[src/rtl/multicycle_control_unit.sv]
// multicycle_control_unit: FETCH/DECODE/EXEC/MEM/WB sequencer for the 24-bit CPU datapath.
// Optional feature macro: CU_MUL_EN (opcode 0111 = R-type MUL, EXEC waits for mul_done_i).
// Ports:
//   clk_i, rst_n_i            clock, asynchronous active-low reset
//   opcode_i                  opcode of fetched word, captured in FETCH when instr_ready_i
//   instr_ready_i             instruction memory data valid
//   mem_ready_i, mul_done_i   data memory / multiplier completion
//   instr_read_o, ir_write_o, pc_write_o                fetch controls
//   reg_dst_o, alu_src_o, mem_to_reg_o, reg_write_o,
//   mem_read_o, mem_write_o, branch_o, alu_op_o         datapath controls
//   illegal_o, instr_done_o   one-cycle pulses
//   instr_count_o             retired-instruction count (wraps)
module multicycle_control_unit #(
   parameter int OPCODE_W = 4,
   parameter int ALUOP_W  = 2,
   parameter int ICNT_W   = 16
) (
   input  logic                clk_i,
   input  logic                rst_n_i,
   input  logic [OPCODE_W-1:0] opcode_i,
   input  logic                instr_ready_i,
   input  logic                mem_ready_i,
   input  logic                mul_done_i,
   output logic                instr_read_o,
   output logic                ir_write_o,
   output logic                pc_write_o,
   output logic                reg_dst_o,
   output logic                alu_src_o,
   output logic                mem_to_reg_o,
   output logic                reg_write_o,
   output logic                mem_read_o,
   output logic                mem_write_o,
   output logic                branch_o,
   output logic [ALUOP_W-1:0]  alu_op_o,
   output logic                illegal_o,
   output logic                instr_done_o,
   output logic [ICNT_W-1:0]   instr_count_o
);
   typedef enum logic [2:0] {FETCH = 3'd0, DECODE = 3'd1, EXEC = 3'd2, MEM = 3'd3, WB = 3'd4} state_e;
   localparam logic [OPCODE_W-1:0] OP_ADDI = OPCODE_W'(4'b0001);
   localparam logic [OPCODE_W-1:0] OP_LS   = OPCODE_W'(4'b0010);
   localparam logic [OPCODE_W-1:0] OP_SS   = OPCODE_W'(4'b0011);
   localparam logic [OPCODE_W-1:0] OP_BEQ  = OPCODE_W'(4'b0100);
   localparam logic [OPCODE_W-1:0] OP_R    = OPCODE_W'(4'b0110);
   localparam logic [OPCODE_W-1:0] OP_MUL  = OPCODE_W'(4'b0111);
`ifdef CU_MUL_EN
   localparam bit MUL_EN = 1'b1;
`else
   localparam bit MUL_EN = 1'b0;
`endif
   state_e              state_q, state_d;
   logic [OPCODE_W-1:0] opcode_q;
   logic [ICNT_W-1:0]   count_q;
   logic                is_r, is_addi, is_ls, is_ss, is_beq, is_mul, legal;
   logic [1:0]          alu_op;
   assign is_r    = opcode_q == OP_R;
   assign is_addi = opcode_q == OP_ADDI;
   assign is_ls   = opcode_q == OP_LS;
   assign is_ss   = opcode_q == OP_SS;
   assign is_beq  = opcode_q == OP_BEQ;
   assign is_mul  = MUL_EN && opcode_q == OP_MUL;
   assign legal   = is_r | is_addi | is_ls | is_ss | is_beq | is_mul;
   assign instr_count_o = count_q;
   always_comb begin
      state_d      = state_q;
      instr_read_o = 1'b0;
      ir_write_o   = 1'b0;
      pc_write_o   = 1'b0;
      reg_dst_o    = 1'b0;
      alu_src_o    = 1'b0;
      mem_to_reg_o = 1'b0;
      reg_write_o  = 1'b0;
      mem_read_o   = 1'b0;
      mem_write_o  = 1'b0;
      branch_o     = 1'b0;
      alu_op       = 2'b00;
      illegal_o    = 1'b0;
      instr_done_o = 1'b0;
      case (state_q)
         FETCH: begin
            instr_read_o = 1'b1;
            ir_write_o   = instr_ready_i;
            pc_write_o   = instr_ready_i;
            state_d      = instr_ready_i ? DECODE : FETCH;
         end
         DECODE: begin
            illegal_o = !legal;
            state_d   = legal ? EXEC : FETCH;
         end
         EXEC: begin
            reg_dst_o    = is_r | is_mul;
            alu_src_o    = is_addi | is_ls | is_ss;
            alu_op       = is_mul ? 2'b11 : is_r ? 2'b01 : is_beq ? 2'b10 : 2'b00;
            branch_o     = is_beq;
            instr_done_o = is_beq;
            state_d      = is_beq ? FETCH : (is_ls | is_ss) ? MEM : (is_mul && !mul_done_i) ? EXEC : WB;
         end
         MEM: begin
            alu_src_o    = 1'b1;
            mem_read_o   = is_ls;
            mem_write_o  = is_ss;
            instr_done_o = is_ss & mem_ready_i;
            state_d      = !mem_ready_i ? MEM : is_ls ? WB : FETCH;
         end
         WB: begin
            reg_write_o  = 1'b1;
            instr_done_o = 1'b1;
            mem_to_reg_o = is_ls;
            reg_dst_o    = is_r | is_mul;
            alu_src_o    = is_addi | is_ls;
            alu_op       = is_mul ? 2'b11 : is_r ? 2'b01 : 2'b00;
            state_d      = FETCH;
         end
         default: state_d = FETCH;
      endcase
      // Outputs are forced low for the whole time reset is asserted, not just after the edge.
      if (!rst_n_i) begin
         instr_read_o = 1'b0;
         ir_write_o   = 1'b0;
         pc_write_o   = 1'b0;
         reg_dst_o    = 1'b0;
         alu_src_o    = 1'b0;
         mem_to_reg_o = 1'b0;
         reg_write_o  = 1'b0;
         mem_read_o   = 1'b0;
         mem_write_o  = 1'b0;
         branch_o     = 1'b0;
         alu_op       = 2'b00;
         illegal_o    = 1'b0;
         instr_done_o = 1'b0;
      end
      alu_op_o = ALUOP_W'(alu_op);
   end
   always_ff @(posedge clk_i or negedge rst_n_i) begin
      if (!rst_n_i) begin
         state_q  <= FETCH;
         opcode_q <= '0;
         count_q  <= '0;
      end else begin
         state_q <= state_d;
         if (state_q == FETCH && instr_ready_i) opcode_q <= opcode_i;
         if (instr_done_o) count_q <= count_q + ICNT_W'(1);
      end
   end
endmodule

[config.mk]
export PLATFORM = sky130hd
export DESIGN_NAME = multicycle_control_unit
export DESIGN_NICKNAME = d
export VERILOG_FILES = /design/src/rtl/multicycle_control_unit.sv
export SDC_FILE = /design/constraint.sdc
export NUM_CORES = 1
export LEC_CHECK = 0
export ABC_AREA = 1
export BUFFER_PORTS_ARGS = -buffer_cell sky130_fd_sc_hd__buf_4
export CAP_MARGIN = 30
export CORE_MARGIN = 5
export CORE_UTILIZATION = 57
export DETAILED_ROUTE_END_ITERATION = 16
export PLACE_DENSITY_LB_ADDON = 0.05
export SLEW_MARGIN = 20
export SYNTH_ARGS = -nofsm -noshare
export SYNTH_HDL_FRONTEND = slang
export SYNTH_SLANG_ARGS = --single-unit
[constraint.sdc]
create_clock -name clk_i -period 3.1 [get_ports clk_i]
set_input_delay 0.155 -clock clk_i [delete_from_list [all_inputs] [get_ports clk_i]]
set_output_delay 0.155 -clock clk_i [all_outputs]
set_load 0.03 [all_outputs]
**Yosys cells after proc, flatten, opt, wreduce, memory -nomap -nowiden**

Cells that the tools add are included.

- Eq/ne operators: 9
- Reduce and logical (&&, ||, !) cells: 4
- Bitwise gates (word level): 8
- Add/subtract/negate cells: 1
- Muxes and demuxes: 34

Operators with widths:

| cell | count |
|---|---|
| two-way mux 1 bit | 22 |
| adder 16 x 1 -> 16 bit, second input constant | 1 |
| two-way mux 3 bit | 4 |
| case mux 3 bit (4 select lines) | 1 |
| equality test 4 x 2 -> 1 bit, second input constant | 2 |
| equality test 4 x 3 -> 1 bit, second input constant | 2 |
| two-way mux 2 bit | 4 |
| OR 1 bit | 7 |
| equality test 3 x 2 -> 1 bit, second input constant | 2 |
| case mux 1 bit (3 select lines) | 2 |
| equality test 4 x 1 -> 1 bit, second input constant | 1 |
| case mux 2 bit (2 select lines) | 1 |
| equality test 3 x 1 -> 1 bit, second input constant | 1 |
| equality test 3 bit, second input constant | 1 |
| zero test 3 bit | 1 |
| OR reduction 2 bit | 1 |
| AND 1 bit | 1 |
| logical AND 1 bit | 1 |
| zero test 1 bit | 1 |

- Flip-flop bits (word level): 23
- Logic and storage cells: 59
- Output and inout port bits: 30
- Bits of input ports: 9

**Logic depth before layout (Yosys ltp)**

Gate-level depths: netlist of run 1.

- Depth in word-level cells: 8
- Depth in mapped cells: 9
- Depth with buffers taken out: 9

**Worst setup path before layout of run 1**

OpenSTA, ideal clock, no wires.

- Kind: register -> output
- Start point: register state_q[0]
- End point: output alu_op_o[0]
- Buffers on the path: 0
- Cell stages (with the launch flop): 6
- Setup slack: 993 ps
- Required time: 2945 ps
- Arrival: 1952 ps
- Cell sequence: dfrtp_1 -> nor2_1 -> nand2_2 -> nor2_1 -> a21oi_1 -> nor3_1

- Cells in the longest elaborated chain, start to end: 3
- Elaborated cells on any way between the ends: 4
- Classes of those cells: eq/ne (2); mux (2)

RTL lines:

| item | RTL line | RTL |
|---|---|---|
| start, declared | 51 | `state_e state_q, state_d;` |
| start signal, assigned | 140 | `state_q <= state_d;` |
| equality test 3 bit or equality test 3 x 2 -> 1 bit (tied branches) | 79 | `case (state_q)` |
| case mux 2 bit (2 select lines) (*) | 79 |  |
| two-way mux 2 bit (*) | 117 | `if (!rst_n_i) begin` |
| end, declared | 34 | `output logic [ALUOP_W-1:0] alu_op_o,` |

Every way passes the cells marked *; elsewhere a longest branch is shown, timed or not.

**Worst setup path in the final report of run 1**

- Start point: register state_q[1]
- End point: output ir_write_o

- Cells in the longest elaborated chain, start to end: 3

RTL lines:

| item | RTL line | RTL |
|---|---|---|
| zero test 3 bit | 79 |  |
| two-way mux 1 bit | 79 |  |
| two-way mux 1 bit | 117 |  |
| end, declared | 25 | `output logic ir_write_o,` |

Every way passes these cells.

==> key figures, run 1 <==
CTS
  • CTS Sinks: 23
  • Clock buffer depth: 2
  • Root Buffer: clkbuf_4
  • Post CTS Setup Buffer Count: 0
  • CTS tree: built
  • H-tree levels: 1
  • CTS Buf Count: 3
  • Worst-skew pair later-pin latency: 310 ps
  • Clk pin slew, worst setup/hold paths: 130 ps

Setup path
  • CP max FO: 10
  • CP Cell Sequence: nor2_1 -> nand3_1 -> nor2_1 -> buf_4
  • CP Launch Type: register
  • Crit path largest cell delay: 470 ps
  • Slowest stage cell, crit path: dfrtp_1
  • Critical path capture point type: primary output
  • Crit path DAT: 1680 ps
  • Most frequent CP cell: nor2_1
  • WP data required: 2940 ps
  • Kind of critical path: register to primary output

Routing
  • Vias: 1,486
  • Antenna viol nets, final: 0
  • WL per Instance: 11.88 um
  • Pre-antenna DRT Iters: 4
  • DRC viols: 0
  • Number of vias per cell: 5.214
  • Final WL: 3387 um
  • Starting DRC count in detailed routing: 84

STA
  • Max frequency: 545.2 MHz
  • Final setup fails: 0
  • Final slew viol count: 0
  • Post-route minimum period: 1834 ps
  • Final hold slack: 76.70 ps
  • Final hold violations: 0
  • RSZ-0062 raised after global routing: no
  • TNS Setup: 0 ps
  • Worst-margin pin slew: 447.6 ps
  • Relative slew slack: 0.7016
  • Final worst path period share: 0.5917
  • Setup Skew: 4.135 ps

Floorplan
  • CORE AREA: 2686 um^2
  • # IOs: 39
  • FP Rows: 19
  • DIE WIDTH: 62.38 um
  • Die Ht: 62.38 um
  • Die Area: 3891 um^2
  • Starting Density: 0.5822

Pwr
  • Post-layout total power: 1.025 mW
  • Pwr per Cell Area: 545.1 nW/um^2
  • Max IR drop VDD: 0.4719 mV
  • Pleak: 0.9699 nW

Synth
  • Post-Synthesis Cells: 217
  • Post-synthesis mux area share: 0
  • Syn nets: 227
  • Post-synthesis compound-gate area fraction: 0.03840
  • Synth Register Bits: 23
  • Async set or reset register ratio after synthesis: 1.000
  • Syn Area/Cell: 7.207 um^2
  • Adder-cell area share of the yosys netlist: 0.008000
  • Seq/Total Area, Yosys: 0.3680
  • Main combinational cell family by area after synthesis: simple AND/OR/NAND/NOR gates
  • Syn. warnings: 0
  • Mapped cell area: 1564 um^2
  • Post-synth cell types: 27
  • Number of synthesized flops with an enable pin: 0
  • Synth Area in Simple Gates: 0.4824
  • Most used DFF post-synth: dfrtp_1
  • Post-synthesis xor/xnor area fraction: 0.03360

Cells and area
  • Commonest non-fill, non-tap cell in the layout: nand2_1
  • Area delta synth->final: 20.24%
  • Antenna Cells: 0
  • Layout cell share with drive strength beyond 1: 0.2874
  • NumNets Final: 265
  • Number of fill cells: 243
  • Most frequent cells in the layout: nand2_1 (57), buf_4 (38), nor2_1 (26)

Place
  • Port bufs: 37
  • GPL Wtd Cong: 0.8516
  • DP HPWL: 2551 um

GRT
  • Gr usage total: 0.1883
  • Vias in the first global route: 1,431
  • Gr ovfl total: 0
  • Pin count of the biggest net entering global routing: 39
  • Antenna violations before repair: 0
  • Global-route wire length before repair: 6134 um

Job
  • Max-Cap Viols: 0

Outcome
  • Status: finished, final reports clean

Worst hold path
  • Min-delay worst type: primary input to register
==> metal layers <==
layer / vias up / GRT usage / share of wire
met5: - / 0 / 0
met4: 0 / 0.07692 / 0.016
met3: 6 / 0.03957 / 0.057
met2: 46 / 0.3199 / 0.49
met1: 664 / 0.2298 / 0.43
li1: 770 / - / -
==> timing repair <==
item | 4_1_cts | 5_1_grt
endpoints found under the hold margin | 23 | 0
hold buffers | 1 | 0
gates resized for setup | 0 | 0
==> synthesized netlist by cell type, types with 2 or more instances <==
master,number,share of area
nand3_4,2,0.022
nand2_1,57,0.14
nor4_1,2,0.0080
nor2_2,3,0.012
a21oi_1,7,0.022
nand4_1,4,0.016
xor2_1,3,0.017
xnor2_1,3,0.017
nand3_1,23,0.074
nand2_2,20,0.080
buf_4,2,0.0096
inv_1,14,0.034
nand2_4,2,0.014
o21ai_0,5,0.016
inv_2,2,0.0048
nand3b_1,5,0.024
dfrtp_1,23,0.37
nor3_1,6,0.019
nor2_1,26,0.062
==> power breakdown <==
| part | internal, mW | switching [mW] |
|---|---|---|
| logic | 0.149 | 0.305 |
| registers | 0.358 | 0.0705 |
| clock network | 0.0503 | 0.0934 |
==> kinds of logic (layout without fill, tap and decap cells) <==
family	Yosys count	count (layout)
AND/OR/NAND/NOR	152	152
flip-flops	23	23
buffers and inverters	23	60
XOR/XNOR	6	6
AO/OA/AOI/OAI	12	12
adder cells (fa/ha/maj)	1	1
==> worst paths after layout <==
path                            slack, ps                end  cells past startpoint               from
worst max-delay path                 1270         ir_write_o                      4         state_q[1]
min in group asynchronous             410   instr_count_o[6]                      3            rst_n_i
worst min register to register        550  instr_count_o[15]                      2  instr_count_o[15]
worst max register to register       1560  instr_count_o[15]                      8         state_q[2]
worst min-delay path                   80        opcode_q[1]                      3        opcode_i[1]
max in group asynchronous            2380   instr_count_o[0]                      3            rst_n_i
==> critical path, delay by kind of cell, from the launching register on <==
| family | cells | cell delay (ps) |
|---|---|---|
| buf+inv | 1 | 190 |
| flops | 1 | 470 |
| simple gates | 3 | 700 |
==> registers in the layout, summed over array words and instances, names as in the netlist <==
| register | count |
|---|---|
| instr_count_o | 16 |
| opcode_q | 4 |
| state_q | 3 |
==> area by class of cell <==
| cell class | count | area [um^2] | share of cell area |
|---|---|---|---|
| multi-input combinational | 171 | 879.6 | 0.4677 |
| clock buffer | 4 | 26.28 | 0.01397 |
| inverter | 17 | 65.06 | 0.03460 |
| tap | 31 | 38.79 | 0.02063 |
| sequential | 23 | 575.6 | 0.3061 |
| timing repair buffer | 39 | 295.3 | 0.1570 |
==> per-stage QoR <==
| stage | util | instance area (um^2) | setup slack [ps] | std cells |
|---|---|---|---|---|
| after floorplan | - | 1564 | 993.0 | 217 |
| after global placement | 0.6865 | 1844 | 1590 | 280 |
| after detailed placement | 0.6865 | 1844 | 1604 | 280 |
| after CTS | 0.7000 | 1881 | 1234 | 285 |
| after global routing | 0.7000 | 1881 | 1058 | 285 |
| final | 0.7000 | 1881 | 1266 | 285 |
No activity file was read; power rests on OpenSTA's default activity.
==> run 2, diff against run 1 <==
--- a/config.mk
+++ b/config.mk
@@ -9,7 +9,7 @@
 export BUFFER_PORTS_ARGS = -buffer_cell sky130_fd_sc_hd__buf_4
 export CAP_MARGIN = 30
 export CORE_MARGIN = 5
-export CORE_UTILIZATION = 57
+export CORE_UTILIZATION = 48
 export DETAILED_ROUTE_END_ITERATION = 16
 export PLACE_DENSITY_LB_ADDON = 0.05
 export SLEW_MARGIN = 20
==> constraint.sdc (replaced) <==
create_clock -name clk_i -period 1.5 [get_ports clk_i]
set_input_delay 0.075 -clock clk_i [delete_from_list [all_inputs] [get_ports clk_i]]
set_output_delay 0.075 -clock clk_i [all_outputs]
set_load 0.03 [all_outputs]
==> run 2 against run 1 <==
Against the previous run: the run now ends with negative setup slack left; die area increased by 16%; routed wire length increased by 68%; cell count is 18% higher; register-to-register slack worse by 1700 ps; design area is 38% higher; clock skew increased by 6.9 ps; via count rose by 23%; hold slack improved by 26 ps; power rose to 3.2 times the previous value; setup slack worse by 1500 ps.
==> key figures, run 2 (synthesis gave the netlist of run 1 again) <==
STA
  • Worst-margin pin slew: 452.6 ps (+5.006 ps)
  • Max frequency: 589.5 MHz
  • Setup Skew: 10.99 ps (+6.852 ps)
  • Final hold violations: 0 (unchanged)
  • Relative slew slack: 0.6980 (-0.003670)
  • RSZ-0062 raised after global routing: yes
  • Final setup fails: 31 (+31)
  • Final WS setup: -196.4 ps (-1462 ps)
  • Post-route minimum period: 1696 ps
  • Final worst path period share: 1.131
  • Final slew viol count: 0 (unchanged)
  • Final hold slack: 102.6 ps (+25.94 ps)

Cells and area
  • Most frequent cells in the layout: nand2_1 (49), buf_4 (49), nand2_2 (22)
  • NumNets Final: 302 (+14%)
  • Area delta synth->final: 65.68%
  • Antenna Cells: 0 (unchanged)
  • Number of fill cells: 181 (-26%)
  • Max reg flops: 16 (unchanged)
  • Layout cell share with drive strength beyond 1: 0.5292 (+0.2418)

Routing
  • DRC viols: 0 (unchanged)
  • Vias: 1,829 (+23%)
  • Number of vias per cell: 5.460 (+4.7%)
  • Pre-antenna DRT Iters: 4 (unchanged)
  • Final WL: 5674 um (+68%)
  • WL per Instance: 16.94 um (+43%)
  • Antenna viol nets, final: 0 (unchanged)
  • Starting DRC count in detailed routing: 160 (+90%)

GRT
  • Global-route wire length before repair: 7314 um (+19%)
  • Pin count of the biggest net entering global routing: 24 (-38%)
  • Vias in the first global route: 1,649 (+15%)
  • Antenna violations before repair: 0 (unchanged)
  • Gr usage total: 0.2133 (+0.02508)
  • Gr ovfl total: 0 (unchanged)

Outcome
  • Violated checks: negative setup slack
  • Status: finished, violations left

Floorplan
  • DIE WIDTH: 67.08 um (+7.5%)
  • FP Rows: 20 (+1)
  • CORE AREA: 3078 um^2 (+15%)
  • Die Ht: 67.08 um (+7.5%)
  • Starting Density: 0.5081 (-0.07408)
  • Die Area: 4500 um^2 (+16%)
  • # IOs: 39 (unchanged)

Pwr
  • Logic pwr share: 0.630 (+0.188)
  • Pwr per Cell Area: 1280 nW/um^2 (+130%)
  • Clock Power Share: 0.094 (-0.046)
  • Sw Share: 0.4780 (+0.02102)
  • Pint: 1.731 mW (+210%)
  • Max IR drop VDD: 0.9737 mV (+110%)
  • P_sw: 1.585 mW (+240%)
  • Share of power burned in registers: 0.276 (-0.142)
  • Pleak: 1.216 nW (+25%)

Setup path
  • Worst path bufs/invs: 1 (unchanged)
  • CP Launch Type: register
  • Crit path DAT: 1620 ps (-60 ps)
  • CP max FO: 5 (-5)
  • CP Cell Sequence: nor2_4 -> nand2_4 -> o21ai_4 -> nand3_2 -> a21oi_2 -> buf_6
  • Slowest stage cell, crit path: dfrtp_2
  • WP data required: 1420 ps (-1520 ps)
  • Crit path largest cell delay: 460 ps (about the same)
  • Kind of critical path: register to primary output
  • Top delay family on crit path: flip-flops
  • Critical path capture point type: primary output

CTS
  • Clk pin slew, worst setup/hold paths: 150 ps (+20 ps)
  • Clock buffer depth: 2 (unchanged)
  • CTS tree: built
  • CTS Sinks: 23 (unchanged)
  • CTS Buf Count: 3 (unchanged)
  • Root Buffer: clkbuf_4
  • H-tree levels: 1 (unchanged)
  • Worst-skew pair later-pin latency: 320 ps (about the same)

Place
  • GPL Wtd Cong: 0.9275 (+8.9%)
  • Port bufs: 37 (unchanged)
  • Place WS: 72.48 ps (-1531 ps)
  • DP HPWL: 2765 um (+8.4%)

Worst hold path
  • Min-delay worst type: primary input to register

Job
  • Max-Cap Viols: 0 (unchanged)
==> run 2: cell types whose count changed in the layout (fill, tap and decap cells not counted), sizes merged <==
cell,delta
inv,+1
clkbuf,+1
buf,+31
dlygate4sd3,+4
nand2,+1
clkinv,-1
==> run 2: path summary, 6_finish.rpt <==
check,from,to,slack (ps),cells after the start
min,mem_ready_i,state_q[2],100,3
max in group asynchronous,rst_n_i,instr_count_o[0],920,3
max reg2reg,opcode_q[3],instr_count_o[8],-140,10
max,state_q[1],alu_src_o,-200,6
min in group asynchronous,rst_n_i,instr_count_o[10],330,3
min reg2reg,instr_count_o[15],instr_count_o[15],550,2
==> run 2: tightest hold or removal path, stage by stage <==
cell and delay, ps:
buf_4 130, nand3_1 100, o21ai_0 90
==> run 2: stage by stage <==
step	power (mW)	setup TNS, ps	cell area (um^2)	utilization	instances
3_5_place_dp	2.018	0	1987	0.6455	303
5_1_grt	3.474	-4811	2591	0.8419	335
4_1_cts	2.621	-914.2	2248	0.7305	324
2_1_floorplan	1.637	-91.02	1615	-	217
6_report	3.317	-2932	2591	0.8419	335
3_3_place_gp	2.013	0	1987	0.6455	303
==> run 2: layer usage <==
layer | GRT usage | up-vias | routed length (um)
met4 | 0.1089 | 0 | 223
met5 | 0 | - | 0
li1 | - | 847 | -
met2 | 0.3644 | 85 | 2765
met1 | 0.2549 | 877 | 2340
met3 | 0.03373 | 20 | 345
==> run 2: final cells by class <==
cell class                 instances  area (um^2)  area share
sequential                        23        586.8      0.2265
tap                               44        55.05     0.02125
clock buffer                       4        26.28     0.01014
multi-input combinational        172         1174      0.4529
timing repair buffer              75        680.7      0.2627
inverter                          17        68.82     0.02656
==> run 2: what timing repair did <==
action,in CTS,in global routing
pin swaps,10,14
hold endpoints to repair,27,0
setup endpoints to repair,11,30
setup buffers,14,10
hold buffers,5,0
gates cloned,0,2
gates resized for setup,26,59
==> run 2: power groups by stage <==
stage	Combinational, mW	Sequential [mW]	Clock, mW
floorplan	0.678	0.959	0
global placement	1.13	0.884	0
detailed placement	1.13	0.884	0
CTS	1.45	0.861	0.312
global route	2.20	0.933	0.344
finish	2.09	0.917	0.311
==> run 3, diff against run 2 <==
--- a/config.mk
+++ b/config.mk
@@ -11,6 +11,7 @@
 export CORE_MARGIN = 5
 export CORE_UTILIZATION = 48
 export DETAILED_ROUTE_END_ITERATION = 16
+export HOLD_SLACK_MARGIN = 0.12
 export PLACE_DENSITY_LB_ADDON = 0.05
 export SLEW_MARGIN = 20
 export SYNTH_ARGS = -nofsm -noshare
==> run 3 against run 2 <==
Against the previous run: the run still ends with negative setup slack left; die area stayed put; routed wire length is 4.0% lower; first-iteration DRC count is 12% lower; via count is 1.3% lower; register-to-register slack better by 20 ps; hold slack better by 85 ps; critical path type unchanged; critical endpoint unchanged; highest routed layer unchanged.
==> key figures, run 3 (synthesis gave the netlist of run 1 again) <==
CTS
  • Clk pin slew, worst setup/hold paths: 150 ps (about the same)
  • CTS Sinks: 23 (unchanged)
  • Worst-skew pair later-pin latency: 320 ps (about the same)
  • CTS Buf Count: 3 (unchanged)
  • Clock buffer depth: 2 (unchanged)
  • CTS tree: built
  • H-tree levels: 1 (unchanged)
  • Root Buffer: clkbuf_4

Setup path
  • Slowest stage cell, crit path: dfrtp_2
  • Kind of critical path: register to primary output
  • WP data required: 1420 ps (about the same)
  • CP max FO: 5 (unchanged)
  • Crit path largest cell delay: 460 ps (about the same)
  • CP startpoint: state_q[1]
  • Critical path capture point type: primary output
  • Reg2reg start: opcode_q[3]
  • CP Cell Sequence: nor2_4 -> nand2_4 -> o21ai_4 -> nand3_2 -> a21oi_2 -> buf_6
  • Crit path DAT: 1640 ps (+20 ps)
  • CP Launch Type: register

Pwr
  • Max IR drop VDD: 1.007 mV (+3.4%)
  • Share of power burned in registers: 0.278 (+0.002)
  • Pwr per Cell Area: 1270 nW/um^2 (-0.80%)
  • Pleak: 1.221 nW (+0.34%)
  • Sw Share: 0.4744 (-0.003559)
  • Pint: 1.736 mW (+0.26%)
  • Clock Power Share: 0.094 (about the same)
  • Logic pwr share: 0.627 (-0.003)
  • P_sw: 1.567 mW (-1.2%)

STA
  • Final slew viol count: 0 (unchanged)
  • Final hold violations: 0 (unchanged)
  • RSZ-0062 raised after global routing: yes
  • Setup Skew: 11.34 ps (+0.3543 ps)
  • Final worst path period share: 1.143 (+0.01196)
  • Relative slew slack: 0.6889 (-0.009027)
  • Post-route minimum period: 1714 ps (+17.94 ps)
  • Final WS setup: -214.3 ps (-17.94 ps)
  • Max frequency: 583.3 MHz (-1.0%)
  • Worst-margin pin slew: 466.1 ps (+13.53 ps)
  • Final setup fails: 28 (-9.7%)

GRT
  • Pin count of the biggest net entering global routing: 24 (unchanged)
  • Antenna violations before repair: 0 (unchanged)
  • Global-route wire length before repair: 7376 um (+0.85%)
  • Vias in the first global route: 1,659 (+0.61%)
  • Gr ovfl total: 0 (unchanged)
  • Gr usage total: 0.2151 (+0.001763)

Job
  • Max-Cap Viols: 0 (unchanged)

Worst hold path
  • Min-delay worst type: primary input to register
  • Min-delay src: instr_ready_i

Outcome
  • Violated checks: negative setup slack
  • Status: finished, violations left

Place
  • Port bufs: 37 (unchanged)
  • GPL Wtd Cong: 0.9275 (unchanged)
  • Place WS: 72.48 ps (unchanged)
  • DP HPWL: 2765 um (unchanged)

Floorplan
  • FP Rows: 20 (unchanged)
  • DIE WIDTH: 67.08 um (unchanged)
  • Die Ht: 67.08 um (unchanged)
  • # IOs: 39 (unchanged)
  • CORE AREA: 3078 um^2 (unchanged)
  • Die Area: 4500 um^2 (unchanged)
  • Starting Density: 0.5081 (unchanged)

Cells and area
  • Antenna Cells: 0 (unchanged)
  • NumNets Final: 303 (+0.33%)
  • Most frequent cells in the layout: nand2_1 (49), buf_4 (49), nand2_2 (22)
  • Area delta synth->final: 66.32%
  • Layout cell share with drive strength beyond 1: 0.5274 (-0.001812)
  • Final core utilization: 0.8451 (+0.003252)
  • Max reg flops: 16 (unchanged)

Routing
  • Starting DRC count in detailed routing: 141 (-12%)
  • Antenna viol nets, final: 0 (unchanged)
  • Pre-antenna DRT Iters: 4 (unchanged)
  • Number of vias per cell: 5.375 (-1.6%)
  • Final WL: 5448 um (-4.0%)
  • WL per Instance: 16.21 um (-4.3%)
  • Vias: 1,806 (-1.3%)
  • DRC viols: 0 (unchanged)
==> run 3: routing by layer <==
layer  global-route usage  vias up  part of all wire
met3              0.03373       14             0.066
met2               0.3693       72              0.52
met4               0.1089        0             0.031
met5                    0        -                 0
li1                     -      854                 -
met1               0.2560      866              0.38
==> run 3: stage by stage <==
stage	cell area, um^2	hold slack, ps	power, mW	cells	TNS [ps]
after floorplan	1615	-220.6	1.637	217	-91.02
after global placement	1987	51.51	2.013	303	0
after detailed placement	1987	43.79	2.018	303	0
after CTS	2258	124.7	2.623	325	-914.2
after global routing	2601	179.7	3.438	336	-4240
final	2601	188.1	3.303	336	-2570
==> run 3: cell type report <==
cell class	count	area, um^2
Inverter	17	68.82
Multi-Input combinational cell	172	1174
Clock buffer	4	26.28
Tap cell	44	55.05
Sequential cell	23	586.8
Fill cell	175	476.7
Timing Repair Buffer	76	690.7
==> run 3: repair_timing <==
| item | in CTS | in global routing |
|---|---|---|
| hold buffers | 6 | 0 |
| setup endpoints to repair | 11 | 30 |
| gates resized for setup | 26 | 59 |
| buffers inserted | 14 | 10 |
| cloned | 0 | 2 |
| hold endpoints to repair | 28 | 0 |
| pin swaps | 10 | 14 |
==> run 3: worst max-delay path: cells and delay by family (launching register included) <==
family,cells,cell delay (ps)
AOI/OAI and AO/OA,2,350
buffers and inverters,1,140
DFF,1,460
and+or+nand+nor,3,350
==> run 3: power by group through the flow <==
stage | combinational [mW] | clock [mW] | sequential, mW
floorplan | 0.678 | 0 | 0.959
global placement | 1.13 | 0 | 0.884
detailed placement | 1.13 | 0 | 0.884
CTS | 1.45 | 0.312 | 0.861
global route | 2.18 | 0.333 | 0.927
finish | 2.07 | 0.312 | 0.920
==> run 3: final timing paths <==
kind | end | slack [ps] | cells past startpoint
max | alu_src_o | -210 | 6
min | state_q[0] | 190 | 4
max reg2reg | instr_count_o[8] | -120 | 10
min reg2reg | instr_count_o[1] | 550 | 2
max in group asynchronous | instr_count_o[0] | 930 | 3
min in group asynchronous | instr_count_o[10] | 310 | 3
